File: src/rtl/pwm_capture_if.sv
// Wishbone slave bus used by pwm_capture: 16-bit data, 3 decoded address bits.
interface pwm_capture_if;
  logic        cyc;
  logic        stb;
  logic        we;
  logic [15:0] adr;
  logic [15:0] wdata;
  logic        ack;
  logic [15:0] rdata;

  modport master (output cyc, stb, we, adr, wdata, input ack, rdata);
  modport slave  (input cyc, stb, we, adr, wdata, output ack, rdata);
endinterface

File: src/rtl/pwm_capture.sv
// Single-channel PWM decoder: measures period and high time of i_pwm in prescaled ticks
// and exposes the results through a 16-bit Wishbone register file.
module pwm_capture #(
  parameter int unsigned SYNC_STAGES = 2
) (
  input  logic         i_clk,
  input  logic         i_rst,
  pwm_capture_if.slave wb,
  input  logic         i_pwm,
  output logic         o_irq
);

  typedef enum logic [1:0] {StIdle, StArm, StHigh, StLow} state_e;

  state_e                 state_q, state_d;
  logic [SYNC_STAGES-1:0] sync_q;
  logic                   pwm_q;
  logic [3:0]             ctrl_q, ctrl_d;
  logic [15:0]            divisor_q, timeout_q, period_q, high_q;
  logic                   valid_q, tout_q, ovf_q, divinv_q;
  logic [15:0]            cnt_q, cnt_d, hi_cnt_q, hi_cnt_d, div_q, div_d;
  logic                   ack_q, irq_q;
  logic [15:0]            rdata_q, rdata_d;

  logic        acc, wr;
  logic [2:0]  sel;
  logic [3:0]  w1c;
  logic        pwm_in, rise, fall, tick, cnt_sat, tout_hit;
  logic [15:0] div_eff, cnt_inc;
  logic        capture, oneshot_clr, tout_set;
  logic        unused_adr;

  assign acc        = wb.cyc & wb.stb & ~ack_q;
  assign wr         = acc & wb.we;
  assign sel        = wb.adr[2:0];
  assign w1c        = (wr && sel == 3'd5) ? wb.wdata[3:0] : 4'd0;
  assign unused_adr = ^wb.adr[15:3];

  assign pwm_in = sync_q[SYNC_STAGES-1] ^ ctrl_q[3];
  assign rise   = pwm_in & ~pwm_q;
  assign fall   = ~pwm_in & pwm_q;

  // DIVISOR=0 behaves as 1; the status flag reports the bad setting.
  assign div_eff  = (divisor_q == 16'd0) ? 16'd1 : divisor_q;
  assign tick     = (state_q != StIdle) && (div_q == div_eff - 16'd1);
  assign cnt_sat  = (cnt_q == 16'hFFFF);
  assign cnt_inc  = (tick && !cnt_sat) ? cnt_q + 16'd1 : cnt_q;
  assign tout_hit = (timeout_q != 16'd0) && (cnt_inc >= timeout_q) && !rise;

  always_comb begin
    state_d     = state_q;
    cnt_d       = cnt_inc;
    hi_cnt_d    = hi_cnt_q;
    capture     = 1'b0;
    oneshot_clr = 1'b0;
    tout_set    = 1'b0;
    if (state_q != StIdle && !ctrl_q[0]) begin
      state_d = StIdle;
      cnt_d   = '0;
    end else begin
      case (state_q)
        StIdle: begin
          cnt_d    = '0;
          hi_cnt_d = '0;
          if (ctrl_q[0]) state_d = StArm;
        end
        StArm: begin
          if (rise) begin
            cnt_d   = '0;
            state_d = StHigh;
          end else if (tout_hit) begin
            cnt_d    = '0;
            tout_set = 1'b1;
          end
        end
        StHigh: begin
          if (tout_hit) begin
            cnt_d    = '0;
            tout_set = 1'b1;
            state_d  = StArm;
          end else if (fall) begin
            hi_cnt_d = cnt_inc;
            state_d  = StLow;
          end
        end
        StLow: begin
          if (rise) begin
            capture = 1'b1;
            cnt_d   = '0;
            if (ctrl_q[1]) begin
              state_d = StHigh;
            end else begin
              state_d     = StIdle;
              oneshot_clr = 1'b1;
            end
          end else if (tout_hit) begin
            cnt_d    = '0;
            tout_set = 1'b1;
            state_d  = StArm;
          end
        end
        default: state_d = StIdle;
      endcase
    end
  end

  // Prescaler phase restarts on every rise so captures are aligned to the edge.
  always_comb begin
    div_d = tick ? 16'd0 : div_q + 16'd1;
    if (state_q == StIdle || rise || tout_set) div_d = 16'd0;
  end

  always_comb begin
    ctrl_d = ctrl_q;
    if (oneshot_clr) ctrl_d[0] = 1'b0;
    if (wr && sel == 3'd0) ctrl_d = wb.wdata[3:0];
  end

  always_comb begin
    rdata_d = 16'd0;
    case (sel)
      3'd0:    rdata_d = {12'd0, ctrl_q};
      3'd1:    rdata_d = divisor_q;
      3'd2:    rdata_d = timeout_q;
      3'd3:    rdata_d = period_q;
      3'd4:    rdata_d = high_q;
      3'd5:    rdata_d = {11'd0, pwm_q, divinv_q, ovf_q, tout_q, valid_q};
      default: rdata_d = 16'd0;
    endcase
  end

  always_ff @(posedge i_clk) begin
    if (i_rst) begin
      state_q   <= StIdle;
      sync_q    <= '0;
      pwm_q     <= 1'b0;
      ctrl_q    <= 4'd0;
      divisor_q <= 16'd1;
      timeout_q <= 16'd0;
      period_q  <= 16'd0;
      high_q    <= 16'd0;
      valid_q   <= 1'b0;
      tout_q    <= 1'b0;
      ovf_q     <= 1'b0;
      divinv_q  <= 1'b0;
      cnt_q     <= 16'd0;
      hi_cnt_q  <= 16'd0;
      div_q     <= 16'd0;
      ack_q     <= 1'b0;
      rdata_q   <= 16'd0;
      irq_q     <= 1'b0;
    end else begin
      state_q  <= state_d;
      sync_q   <= {sync_q[SYNC_STAGES-2:0], i_pwm};
      pwm_q    <= pwm_in;
      ctrl_q   <= ctrl_d;
      cnt_q    <= cnt_d;
      hi_cnt_q <= hi_cnt_d;
      div_q    <= div_d;
      ack_q    <= acc;
      irq_q    <= ctrl_q[2] & (valid_q | tout_q);
      if (acc) rdata_q <= rdata_d;
      if (wr && sel == 3'd1) divisor_q <= wb.wdata;
      if (wr && sel == 3'd2) timeout_q <= wb.wdata;
      if (capture) begin
        period_q <= cnt_inc;
        high_q   <= hi_cnt_q;
      end
      // Hardware sets take priority over a same-cycle write-one-to-clear.
      valid_q  <= (valid_q & ~w1c[0]) | capture;
      tout_q   <= (tout_q & ~w1c[1]) | tout_set;
      ovf_q    <= (ovf_q & ~w1c[2]) | (tick & cnt_sat);
      divinv_q <= (divinv_q & ~w1c[3]) | (divisor_q == 16'd0);
    end
  end

  assign wb.ack   = ack_q;
  assign wb.rdata = rdata_q;
  assign o_irq    = irq_q;

endmodule

File: src/flat_wrapper.sv
// flat-port wrapper written by rule: the top's interface ports become plain ports
module pwm_capture_flat 
#(
  parameter int unsigned SYNC_STAGES = 2
)
  (i_clk, i_rst, i_pwm, o_irq, wb_cyc, wb_stb, wb_we, wb_adr, wb_wdata, wb_ack, wb_rdata);
  pwm_capture_if wb_i ();
  input  logic i_clk;
  input  logic i_rst;
  input  logic i_pwm;
  output logic o_irq;
  input wire logic [$bits(wb_i.cyc)-1:0] wb_cyc;
  input wire logic [$bits(wb_i.stb)-1:0] wb_stb;
  input wire logic [$bits(wb_i.we)-1:0] wb_we;
  input wire logic [$bits(wb_i.adr)-1:0] wb_adr;
  input wire logic [$bits(wb_i.wdata)-1:0] wb_wdata;
  output wire logic [$bits(wb_i.ack)-1:0] wb_ack;
  output wire logic [$bits(wb_i.rdata)-1:0] wb_rdata;
  assign wb_i.cyc = wb_cyc;
  assign wb_i.stb = wb_stb;
  assign wb_i.we = wb_we;
  assign wb_i.adr = wb_adr;
  assign wb_i.wdata = wb_wdata;
  assign wb_ack = wb_i.ack;
  assign wb_rdata = wb_i.rdata;
  pwm_capture #(.SYNC_STAGES(SYNC_STAGES)) u_core (.i_clk(i_clk), .i_rst(i_rst), .wb(wb_i), .i_pwm(i_pwm), .o_irq(o_irq));
endmodule
File: config.mk
export PLATFORM = sky130hd
export DESIGN_NAME = pwm_capture_flat
export DESIGN_NICKNAME = d
export VERILOG_FILES = /design/src/rtl/pwm_capture_if.sv /design/src/rtl/pwm_capture.sv /design/src/flat_wrapper.sv
export SDC_FILE = /design/constraint.sdc
export NUM_CORES = 1
export LEC_CHECK = 0
export ABC_AREA = 1
export CORE_ASPECT_RATIO = 0.9
export CORE_UTILIZATION = 24
export DETAILED_ROUTE_END_ITERATION = 8
export PLACE_DENSITY = 0.42
export SLEW_MARGIN = 20
export SYNTH_ARGS = -nofsm -noshare
export SYNTH_HDL_FRONTEND = slang
export SYNTH_SLANG_ARGS = --single-unit
export TNS_END_PERCENT = 30
File: constraint.sdc
create_clock -name i_clk -period 5.84 [get_ports i_clk]
set_clock_uncertainty 0.2 [all_clocks]
set_input_delay 0.584 -clock i_clk [delete_from_list [all_inputs] [get_ports i_clk]]
set_output_delay 0.584 -clock i_clk [all_outputs]
set_load 0.02 [all_outputs]
==> qor.csv <==
metric,value,unit
die area,0.0319,sq mm
Post-synth EDFFs,0,
Mean Syn Cell Area,6.96,sq um
Worst Hold Launch,u_core.sync_q[0],
cell count after synthesis,1074,
Final setup viols,0,
commonest register cell after synthesis,dfxtp_1,
die height,169,um
Leakage,3.68,nW
Crit-path slowest cell,dfxtp_1,
Final Instance Count excl. Fillers,1550,
initial DRC count,527,
area of the core,0.0303,sq mm
Synth Register Bits,143,
# rows,60,
# hold bufs at CTS,0,
status,"complete, no violations",
worst-margin pin slew,1040,ps
via count,7118,
vias per cell,4.59,
setup TNS after final layout,0,ps
CP required,6000,ps
hold_ws,201,ps
GR Util met1,25.6,%
Post-CTS Setup Bufs,0,
Mapped Nets,1131,
asr flop ratio synth,0,%
met3 usage,3.16,%
Area Overhead vs Synth,22.2,%
Overall Power,2.23,mW
largest net degree at the start of global routing,71,
crit path kind,flop to flop,
final core utilization,30.2,%
DRC viols,0,
Max Cap Violations,0,
n_diodes,0,
hpwl dp,19.9,mm
crit end category,flop,
layout cells sized above 1,9.68,%
Critical path origin,u_core.divisor_q[5],
Crit Path Max Fanout,16,
Yosys warning total,0,
drt wl/cell,16.9,um
Port-buffer cells,42,
critical path launch point type,flop,
insertion delay to the later sink of the worst-skew pair,440,ps
first-pass GRT wire length,40.3,mm
fin crit share,90.8,%
met2 Track Usage GR,23.4,%
Die X,188,um
antenna violations before repair,0,
CTS buffer count,17,
Max Slew Vio Count,0,
RSZ-0062 raised after global routing,false,
min Tclk post-route,5300,ps
total grt overflow,0,
CP Data Arrival Time,5460,ps
relative max-transition margin,30.8,%
GRT Total Usage,16.8,%
CTS H-tree lvls,4,
TritonCTS clock tree,done,
DRT antenna net count,0,
Sequential Area,0.00286,sq mm
IO Pins,56,
fill count,3352,
reg2reg start,u_core.divisor_q[5],
Pre-antenna DRT Iters,5,
PwrDens,244,mW/mm^2
placed cells,1518,
largest stage delay on the critical path,340,ps
Starting Density,24.7,%
Post-CTS Resized,0,
Root Driver,clkbuf_16,
most frequent cell on the critical path,nand2_1,
clock sinks,143,
register area share after synthesis,38.3,%
final hold vios,0,
nets,1191,
area of the multi-input gates,0.00396,sq mm
"Cell Area, Synth",0.00748,sq mm
final WL,26.2,mm
Peak VDD IR,0.152,mV
number of global-route vias before repair,6598,
"commonest non-fill, non-tap cell in the layout",nand2_1,
maximum clock path buffer count,2,
clock-pin slew on the worst setup and hold paths,60,ps
Final GP Congestion,0.869,
"commonest non-fill, non-tap cells in the layout","nand2_1 (199), dfxtp_1 (143), inv_1 (141), nor2_1 (129), a21oi_1 (100)",
Yosys cell types,48,
worst hold path class,flop to flop,
GRT busiest layer,met1,
maximum clock rate,189,MHz
-- path summary, 6_finish.rpt --
kind	to	slack [ps]	cells after the start
min reg2reg	u_core.sync_q[1]	200	2
min	u_core.sync_q[1]	200	2
max reg2reg	u_core.hi_cnt_q[4]	540	35
max	u_core.hi_cnt_q[4]	540	35
-- cells in the mapped netlist, types with 2 or more instances --
library cell | n | share of area (%)
nor2_8 | 2 | 0.54
a21oi_1 | 100 | 6.7
dfxtp_1 | 143 | 38
nand4_1 | 17 | 1.4
ha_1 | 19 | 3.2
xor2_1 | 16 | 1.9
nor2_2 | 6 | 0.50
nand2_2 | 11 | 0.92
o2111ai_1 | 9 | 1.1
o211ai_1 | 5 | 0.50
nand2_4 | 2 | 0.30
a221oi_1 | 4 | 0.47
a21oi_2 | 3 | 0.35
o21bai_1 | 2 | 0.20
o21a_1 | 2 | 0.20
o22ai_1 | 3 | 0.25
inv_1 | 141 | 7.1
nor2_1 | 130 | 6.5
o21ai_0 | 82 | 5.5
nand2_1 | 199 | 10
nor4_1 | 9 | 0.75
a41oi_1 | 2 | 0.23
clkinv_1 | 2 | 0.10
nor3b_1 | 3 | 0.30
or2_2 | 3 | 0.25
nor2_4 | 6 | 0.90
buf_2 | 2 | 0.13
nand3_2 | 7 | 0.94
a31oi_1 | 2 | 0.17
o21ai_1 | 3 | 0.20
xnor2_1 | 4 | 0.47
nor3_1 | 14 | 0.94
nand3_1 | 79 | 5.3
clkbuf_1 | 28 | 1.4
-- layer usage --
| layer | share of wire [%] | vias to the layer above |
|---|---|---|
| met5 | 0 | - |
| met4 | 1.8 | 0 |
| met3 | 4.1 | 25 |
| met2 | 40 | 161 |
| met1 | 54 | 3273 |
| li1 | - | 3659 |
-- logic make-up (layout without fill, tap and decap cells) --
family | Yosys count | count (layout) | synth area share (%)
AO/OA/AOI/OAI | 223 | 223 | 16.5
XOR/XNOR | 21 | 21 | 2.64
adder cells (fa/ha/maj) | 19 | 19 | 3.18
buffers and inverters | 175 | 248 | 8.92
flip-flops | 143 | 143 | 38.3
AND/OR/NAND/NOR | 493 | 493 | 30.4
-- registers in the layout (all words and copies together) (netlist names) --
register and flops:
u_core.cnt_q 16, u_core.ctrl_q 4, u_core.div_q 16, u_core.divinv_q 1, u_core.divisor_q 16, u_core.hi_cnt_q 16
u_core.high_q 16, u_core.o_irq 1, u_core.ovf_q 1, u_core.period_q 16, u_core.pwm_q 1, u_core.state_q 2
u_core.sync_q 2, u_core.timeout_q 16, u_core.tout_q 1, u_core.valid_q 1, u_core.wb.ack 1, u_core.wb.rdata 16
-- layout make-up --
type                            instances  area share, %
Multi-Input combinational cell        756           43.3
Clock buffer                           19           4.85
Inverter                              143           5.87
Tap cell                              403           5.52
Clock inverter                         13           1.52
Timing Repair Buffer                   73           7.64
Sequential cell                       143           31.3
-- report_power, final --
part           switching, mW  internal (mW)  leakage [nW]
logic                 0.0946         0.0521          2.24
clock network          0.458          0.640         0.283
registers            0.00545          0.982          1.15
-- critical path: cells and delay by family (launching register included) --
family | cells | cell delay [ps]
fa+ha+maj | 2 | 510
xor+xnor | 2 | 450
flops | 1 | 340
compound gates | 4 | 500
buf+inv | 6 | 610
simple gates | 21 | 2610
-- through the flow --
stage          area, sq um  worst slack, ps
3_5_place_dp          8560              569
6_report              9140              540
2_1_floorplan         7480             1400
5_1_grt               9140             18.2
3_3_place_gp          8560              552
4_1_cts               9140              523
Power figures use the tool's default switching activity.
